## src/rtl/apb_cfg_slv_pkg.sv

```systemverilog
// Shared constants and types for the APB configuration slave: bus widths,
// address field positions and the transfer FSM state encoding.
package apb_cfg_slv_pkg;

  localparam int unsigned ApbAddrW     = 32;
  localparam int unsigned ApbDataW     = 32;
  localparam int unsigned EntryW       = 128;

  localparam int unsigned WordIdxLsb   = 2;
  localparam int unsigned WordIdxMsb   = 3;
  localparam int unsigned EntryIdxLsb  = 4;
  localparam int unsigned EntryIdxMsb  = 5;
  localparam int unsigned AddrValidLsb = 6;

  typedef enum logic [0:0] {
    StIdle,
    StAccess
  } state_e;

endpackage

```

## src/rtl/apb_cfg_slv.sv

```systemverilog
// APB slave holding NUM_ENTRIES 128-bit configuration entries, written whole and
// read back one 32-bit word at a time, with a programmable number of wait states.
module apb_cfg_slv
  import apb_cfg_slv_pkg::*;
#(
  parameter int unsigned WAIT_CYCLES = 1,
  parameter int unsigned NUM_ENTRIES = 4
) (
  input  logic                          clk,
  input  logic                          rst_n,
  input  logic                          psel_i,
  input  logic                          penable_i,
  input  logic [ApbAddrW-1:0]           paddr_i,
  input  logic                          pwrite_i,
  input  logic [EntryW-1:0]             pwdata_i,
  output logic                          pready_o,
  output logic [ApbDataW-1:0]           prdata_o,
  output logic                          pslverr_o,
  output logic [NUM_ENTRIES*EntryW-1:0] cfg_data_o
);

  localparam logic [3:0] WaitMax = 4'(WAIT_CYCLES);

  state_e            state_q, state_d;
  logic [3:0]        wait_q, wait_d;
  logic [EntryW-1:0] entry_q [NUM_ENTRIES];

  logic [EntryIdxMsb-EntryIdxLsb:0] ent_idx;
  logic [WordIdxMsb-WordIdxLsb:0]   word_idx;
  logic                             addr_ok;
  logic                             xfer_done;
  logic                             entry_we;
  logic [EntryW-1:0]                sel_entry;
  logic [ApbDataW-1:0]              sel_word;
  logic                             unused_addr;

  assign ent_idx     = paddr_i[EntryIdxMsb:EntryIdxLsb];
  assign word_idx    = paddr_i[WordIdxMsb:WordIdxLsb];
  assign addr_ok     = (paddr_i[ApbAddrW-1:AddrValidLsb] == '0);
  assign unused_addr = ^paddr_i[WordIdxLsb-1:0];

  assign pready_o  = (state_q == StAccess) && (wait_q == WaitMax);
  assign xfer_done = psel_i && penable_i && pready_o;
  assign entry_we  = xfer_done && pwrite_i && addr_ok;

  always_comb begin
    state_d = state_q;
    wait_d  = wait_q;
    unique case (state_q)
      StIdle: begin
        if (psel_i && !penable_i) begin
          state_d = StAccess;
          wait_d  = '0;
        end
      end
      StAccess: begin
        // A dropped psel abandons the transfer without touching the entries.
        if (!psel_i || xfer_done) begin
          state_d = StIdle;
        end else if (wait_q < WaitMax) begin
          wait_d = wait_q + 4'd1;
        end
      end
      default: state_d = StIdle;
    endcase
  end

  always_ff @(posedge clk or negedge rst_n) begin
    if (!rst_n) begin
      state_q <= StIdle;
      wait_q  <= '0;
    end else begin
      state_q <= state_d;
      wait_q  <= wait_d;
    end
  end

  always_ff @(posedge clk or negedge rst_n) begin
    if (!rst_n) begin
      for (int i = 0; i < NUM_ENTRIES; i++) begin
        entry_q[i] <= '0;
      end
    end else if (entry_we) begin
      entry_q[ent_idx] <= pwdata_i;
    end
  end

  always_comb begin
    sel_entry = entry_q[ent_idx];
    sel_word  = '0;
    unique case (word_idx)
      2'd0: sel_word = sel_entry[31:0];
      2'd1: sel_word = sel_entry[63:32];
      2'd2: sel_word = sel_entry[95:64];
      2'd3: sel_word = sel_entry[127:96];
      default: sel_word = '0;
    endcase
  end

  // Read data is only driven for a completing read to a decoded address.
  assign prdata_o  = (pready_o && addr_ok && !pwrite_i) ? sel_word : '0;
  assign pslverr_o = pready_o && !addr_ok;

  always_comb begin
    cfg_data_o = '0;
    for (int i = 0; i < NUM_ENTRIES; i++) begin
      cfg_data_o[i*EntryW +: EntryW] = entry_q[i];
    end
  end

endmodule

```

## config.mk

```make
export PLATFORM = sky130hd
export DESIGN_NAME = apb_cfg_slv
export DESIGN_NICKNAME = d
export VERILOG_FILES = /design/src/rtl/apb_cfg_slv_pkg.sv /design/src/rtl/apb_cfg_slv.sv
export SDC_FILE = /design/constraint.sdc
export NUM_CORES = 1
export LEC_CHECK = 0
export CAP_MARGIN = 10
export CORE_ASPECT_RATIO = 0.8
export CORE_MARGIN = 3
export CORE_UTILIZATION = 35
export CTS_BUF_LIST = sky130_fd_sc_hd__clkbuf_16
export DETAILED_ROUTE_END_ITERATION = 8
export PLACE_DENSITY = 0.7
export SLEW_MARGIN = 40
export SYNTH_ARGS = -nofsm -noshare
export SYNTH_HDL_FRONTEND = slang
export SYNTH_SLANG_ARGS = --single-unit
```

## constraint.sdc

```tcl
create_clock -name clk -period 2.2 [get_ports clk]
set_input_delay 0.44 -clock clk [delete_from_list [all_inputs] [get_ports clk]]
set_output_delay 0.44 -clock clk [all_outputs]
set_load 0.01 [all_outputs]
```

-- Word-level counts from Yosys, hierarchy flattened
Index checks and enable logic that the tools add are counted.
W data, S select, Z words.
- add/subtract/negate cells: 1
- order comparisons: 3
- equality and inequality tests: 7
- mux-type cells: 15
- bitwise operators: 2
- reduce and logical (&&, ||, !) cells: 18
- operator list (kind ; number):
    $bwmux W512 ; 1
    $mux W128 ; 3
    $bmux W128 S2 ; 1
    $demux W128 S2 ; 1
    $pmux W32 S4 ; 1
    $mux W32 ; 1
    $logic_not A26 Y1 ; 1
    $mux W4 ; 3
    $logic_and A1 B1 Y1 ; 10
    $pmux W4 S2 ; 1
    $add A4 B1 Y4 const B ; 1
    $eq A2 B2 Y1 const B ; 2
    $eq A4 B1 Y1 const B ; 1
    $logic_not A1 Y1 ; 4
    $lt A4 B1 Y1 const B ; 1
    $ne A2 B2 Y1 const B ; 2
    $ge A3 B3 Y1 const B ; 1
    $lt A3 B1 Y1 const B ; 1
    $not A2 Y3 ; 1
    $reduce_and A3 Y1 ; 1
    $eq A2 B1 Y1 const B ; 1
    $logic_not A2 Y1 ; 1
    $mux W1 ; 2
    $ne A2 B1 Y1 const B ; 1
    3 further kinds ; 3
- flip-flop bits (word level): 517
- output and inout bits: 546

-- Logic depth before layout (Yosys ltp)
- depth after elaboration: 6
- gate-level depth with buffers: 9
- gate-level depth less buffers: 7

-- Least setup slack after synthesis
No wires, ideal clock.
- path type: input port to output port
- start: input port paddr_i[13]
- end: output port prdata_o[10]
- data arrival time: 1939 ps
- setup slack: -179 ps
- cell stages on the path: 6
- cells stage by stage: nor4_4 -> nand4_4 -> or3_1 -> clkbuf_1 -> clkbuf_1 -> a211oi_1
- longest elaborated chain between the ends: 4
- RTL lines (item ; RTL line ; RTL):
    start: declaration ; apb_cfg_slv.sv:13 ; input logic [ApbAddrW-1:0] paddr_i,
    $logic_not A26 Y1 ; apb_cfg_slv.sv:39 ; assign addr_ok = (paddr_i[ApbAddrW-1:AddrValidLsb] == '0);
    $logic_and A1 B1 Y1 (2 in series) ; apb_cfg_slv.sv:101 ; assign prdata_o = (pready_o && addr_ok && !pwrite_i) ? sel_word : '0;
    $mux W32 ; apb_cfg_slv.sv:101 ;
    end: declaration ; apb_cfg_slv.sv:17 ; output logic [ApbDataW-1:0] prdata_o,
No other way between the ends.

-- Worst setup path in the final report
- start: register wait_q[3]
- end: output port prdata_o[23]
- longest elaborated chain between the ends: 5
- RTL lines (item ; RTL line ; RTL):
    start: declaration ; apb_cfg_slv.sv:25 ; logic [3:0] wait_q, wait_d;
    start signal: assignment ; apb_cfg_slv.sv:74 ; wait_q <= wait_d;
    $eq A4 B1 Y1 ; apb_cfg_slv.sv:42 ; assign pready_o = (state_q == StAccess) && (wait_q == WaitMax);
    $logic_and A1 B1 Y1 ; apb_cfg_slv.sv:42 ;
    $logic_and A1 B1 Y1 (2 in series) ; apb_cfg_slv.sv:101 ;
    $mux W32 ; apb_cfg_slv.sv:101 ;
No other way between the ends.

==> key figures <==
Outcome
  – Status: finished with violations
  – Violations in the final reports: negative setup slack

Global routing
  – First-pass GRT wire length: 150000 µm
  – Largest net degree at the start of global routing: approximately 80
  – Congestion Overflow GR: 0
  – Number of antenna violations at the first check in global routing: 3
  – Number of global-route vias before repair: roughly 21000
  – All-layer global routing usage: 0.278

Final layout
  – Area growth syn-to-layout: 67.7%
  – Most common library cell in the layout ignoring fill and taps: clkdlybuf4s50_1
  – Final net count: 2969
  – Fraction of final layout cells sized beyond drive strength 1: 0.522
  – Fill cell instance count of the final layout: just over 5000
  – Most used cells in the layout excluding fill and tap cells: clkdlybuf4s50_1 (646), buf_4 (575), dfrtp_1 (517), mux2_4 (313), mux2_2 (144)

Die
  – Area of the die: 0.0738 mm²
  – DIE HEIGHT: 244 µm
  – Number of placed I/O pins: slightly above 700
  – Horizontal die dimension: approximately 300 µm
  – Initial Util: 0.356
  – Count of standard-cell rows: between 80 and 90
  – Core area: between 0.06 and 0.07 mm²

STA
  – Ratio of final minimum period to clock period: 1.42
  – Hold WS: between 0.4 and 0.5 ns
  – Total setup violations reported at the end of the flow: between 500 and 600
  – Slew @ Worst Pin: around 0.64 ns
  – RSZ-0062 raised after global routing: true
  – Time the worst path needs with I/O delays and setup: between 3 and 4 ns
  – Pins over their slew limit: 0
  – Worst setup margin: -0.916 ns
  – Skew final: between 0.01 and 0.015 ns
  – Max Clock Freq: roughly 0.32 GHz
  – Max-Slew Margin vs Limit: 0.574
  – Fin. Hold Viols: 0

Worst setup path
  – Top fanout value on the critical path: 5
  – Data arrival time at the worst-slack endpoint: about 2.7 ns
  – CP Data Required Time: 1.76 ns
  – Type of element capturing the critical path: primary output
  – Sort of element at the start of the critical path: register
  – Critical path start-end classification: register to primary output

Placement
  – Routability congestion estimate: a little over 0.9
  – Port-buffer cells: a little over 700
  – Post-placement setup slack: -1.31 ns
  – Half-perimeter wire length after placement: just under 80000 µm

CTS
  – CTS tree: yes
  – Buffers from clock root to sink, at most: 3
  – Root buffer cell: clkbuf_16
  – Deepest level of the CTS H-tree: 2
  – Inserted Clock Buffers: between 50 and 60
  – Clock latency on the worst-skew pair: roughly 0.60 ns
  – Sinks on Clock Net: ~520
  – Clock-pin slew on the worst setup and hold paths: about 0.06 ns

Drt
  – Vias per Instance: a little over 5
  – Number of vias in the routed layout: ~19000
  – Post-route ant nets: 0
  – Drt first pass iters: 5
  – DR iter-0 viols: between 1000 and 1500
  – Wirelength per Cell: roughly 29 µm
  – Final WL: between 100000 and 150000 µm
  – DRC violations left: 0

Synth
  – Nets in the synthesized netlist: between 1500 and 2000
  – Count of cell types in the netlist: 35
  – Summed instance area of the synthesized netlist: between 0.02 and 0.025 mm²
  – Number of standard cells after synthesis: ~1400
  – Syn Area/Cell: about 17 µm²
  – Register bit total from synthesis: around 520
  – Number of warnings reported in the yosys synthesis log: 0
  – Post-synthesis sequential area ratio: 0.524

Power and ir drop
  – Total power divided by cell area: roughly 500 mW/mm²
  – Maximum VDD drop: 0.439 mV
  – Static Leak: 0.0194 µW

Min path
  – Class of the most critical hold timing path: input port to asynchronous set/reset pin

Flow run
  – Number of violations of the max-capacitance limit: 0
[report_power, final]
group | leakage, µW | switching (µW) | internal, µW
sequential | 0.00722 | 13.3 | 9530
clock | 0.000938 | 4050 | 5510
combinational | 0.0112 | 865 | 671
total | 0.0194 | 4930 | 15700
[path summary, 6_finish.rpt]
kind,from,endpoint,slack [ns],depth (start not counted)
worst max-delay path,wait_q[3],prdata_o[23],-0.92,9
worst min-delay path,rst_n,cfg_data_o[432],0.44,2
worst max register to register,wait_q[3],cfg_data_o[135],-0.31,12
worst min register to register,wait_q[3],wait_q[3],0.51,1
max in group asynchronous,rst_n,cfg_data_o[208],0.88,3
min in group clk,wait_q[3],wait_q[3],0.51,1
[synth_stat cells]
cell type  number  area share
or3_1           1     0.00025
mux2_4        200        0.12
mux2_1         75       0.034
nand2_1         3     0.00046
and4_1          1     0.00035
clkbuf_1       25      0.0038
a21boi_0        1     0.00030
nand4_1         4      0.0010
nand3b_1        1     0.00030
a211oi_1       64       0.019
mux4_2        128        0.12
nand2_2         1     0.00025
nor4_4          5      0.0043
nand3_1         3     0.00061
nor2_1          6     0.00091
and2_1          1     0.00025
inv_2           1     0.00015
buf_6           7      0.0032
o21ai_0         2     0.00041
nand3_2         1     0.00041
buf_1           6     0.00091
buf_2          15      0.0030
nor4_2          3      0.0015
nor3_1          2     0.00041
dfrtp_1       517        0.52
buf_12         22       0.018
o21a_1          1     0.00030
mux2i_1        32       0.013
ha_1            3      0.0015
mux2_2        237        0.11
inv_1           4     0.00061
buf_4          32      0.0097
nor3b_2         1     0.00051
nor2b_1        33      0.0084
nand4_4         1     0.00086
[worst max-delay path, cell delays in order (launching register included)]
cell and delay, ns:
dfrtp_1 0.39, nor3b_2 0.25, nand2_2 0.10, inv_2 0.10, nand4_1 0.11, or3_4 0.40
buf_12 0.18, buf_4 0.18, a211oi_2 0.17, buf_2 0.17
[stage by stage]
| stage | cells | power, µW | TNS [ns] | utilization | instance area (µm²) |
|---|---|---|---|---|---|
| finish | 3773 | 20600 | -84.35 | 0.597 | 41400 |
| global route | 3772 | 21300 | -124.08 | 0.597 | 41400 |
| CTS | 3739 | 20800 | -70.83 | 0.580 | 40200 |
| detailed placement | 3594 | 11200 | -404.67 | 0.541 | 37500 |
| global placement | 3594 | 11200 | -365.18 | 0.541 | 37500 |
| floorplan | 1439 | 10100 | -2.31 | - | 25000 |
[cell families after synthesis]
logic type | count (synthesis) | synth area share
muxes | 672 | 0.394
DFF | 517 | 0.524
buffers and inverters | 112 | 0.0393
AOI/OAI and AO/OA | 68 | 0.0205
and+or+nand+nor | 67 | 0.0208
adders and majority gates | 3 | 0.00152
[what timing repair did]
action | CTS | global route
setup buffers | 23 | 20
pin swaps | 10 | 18
setup endpoints to repair | 515 | 551
cloned | 17 | 15
hold buffers | 1 | 0
resized for setup | 226 | 201
hold endpoints to repair | 35 | 0
[layer usage]
metal,global-route usage,routed length (µm)
met1,0.363,44900
met2,0.460,51000
met5,0,17
met3,0.0716,8630
met4,0.0781,3350
[registers in the layout, indices dropped and copies added (netlist names)]
name        cells
wait_q          4
state_q         1
cfg_data_o    512
[final cells by class]
class                   count  area [µm²]  area share
repair buffers           1411       13800       0.334
well taps                 924        1160      0.0279
diodes                      2        5.00    0.000121
clock buffers              57        1430      0.0345
multi-input cells         810       11600       0.281
clock inverters            47         404     0.00976
inverters                   5        18.8    0.000453
flip-flops and latches    517       12900       0.313
Power figures use the tool's default switching activity.
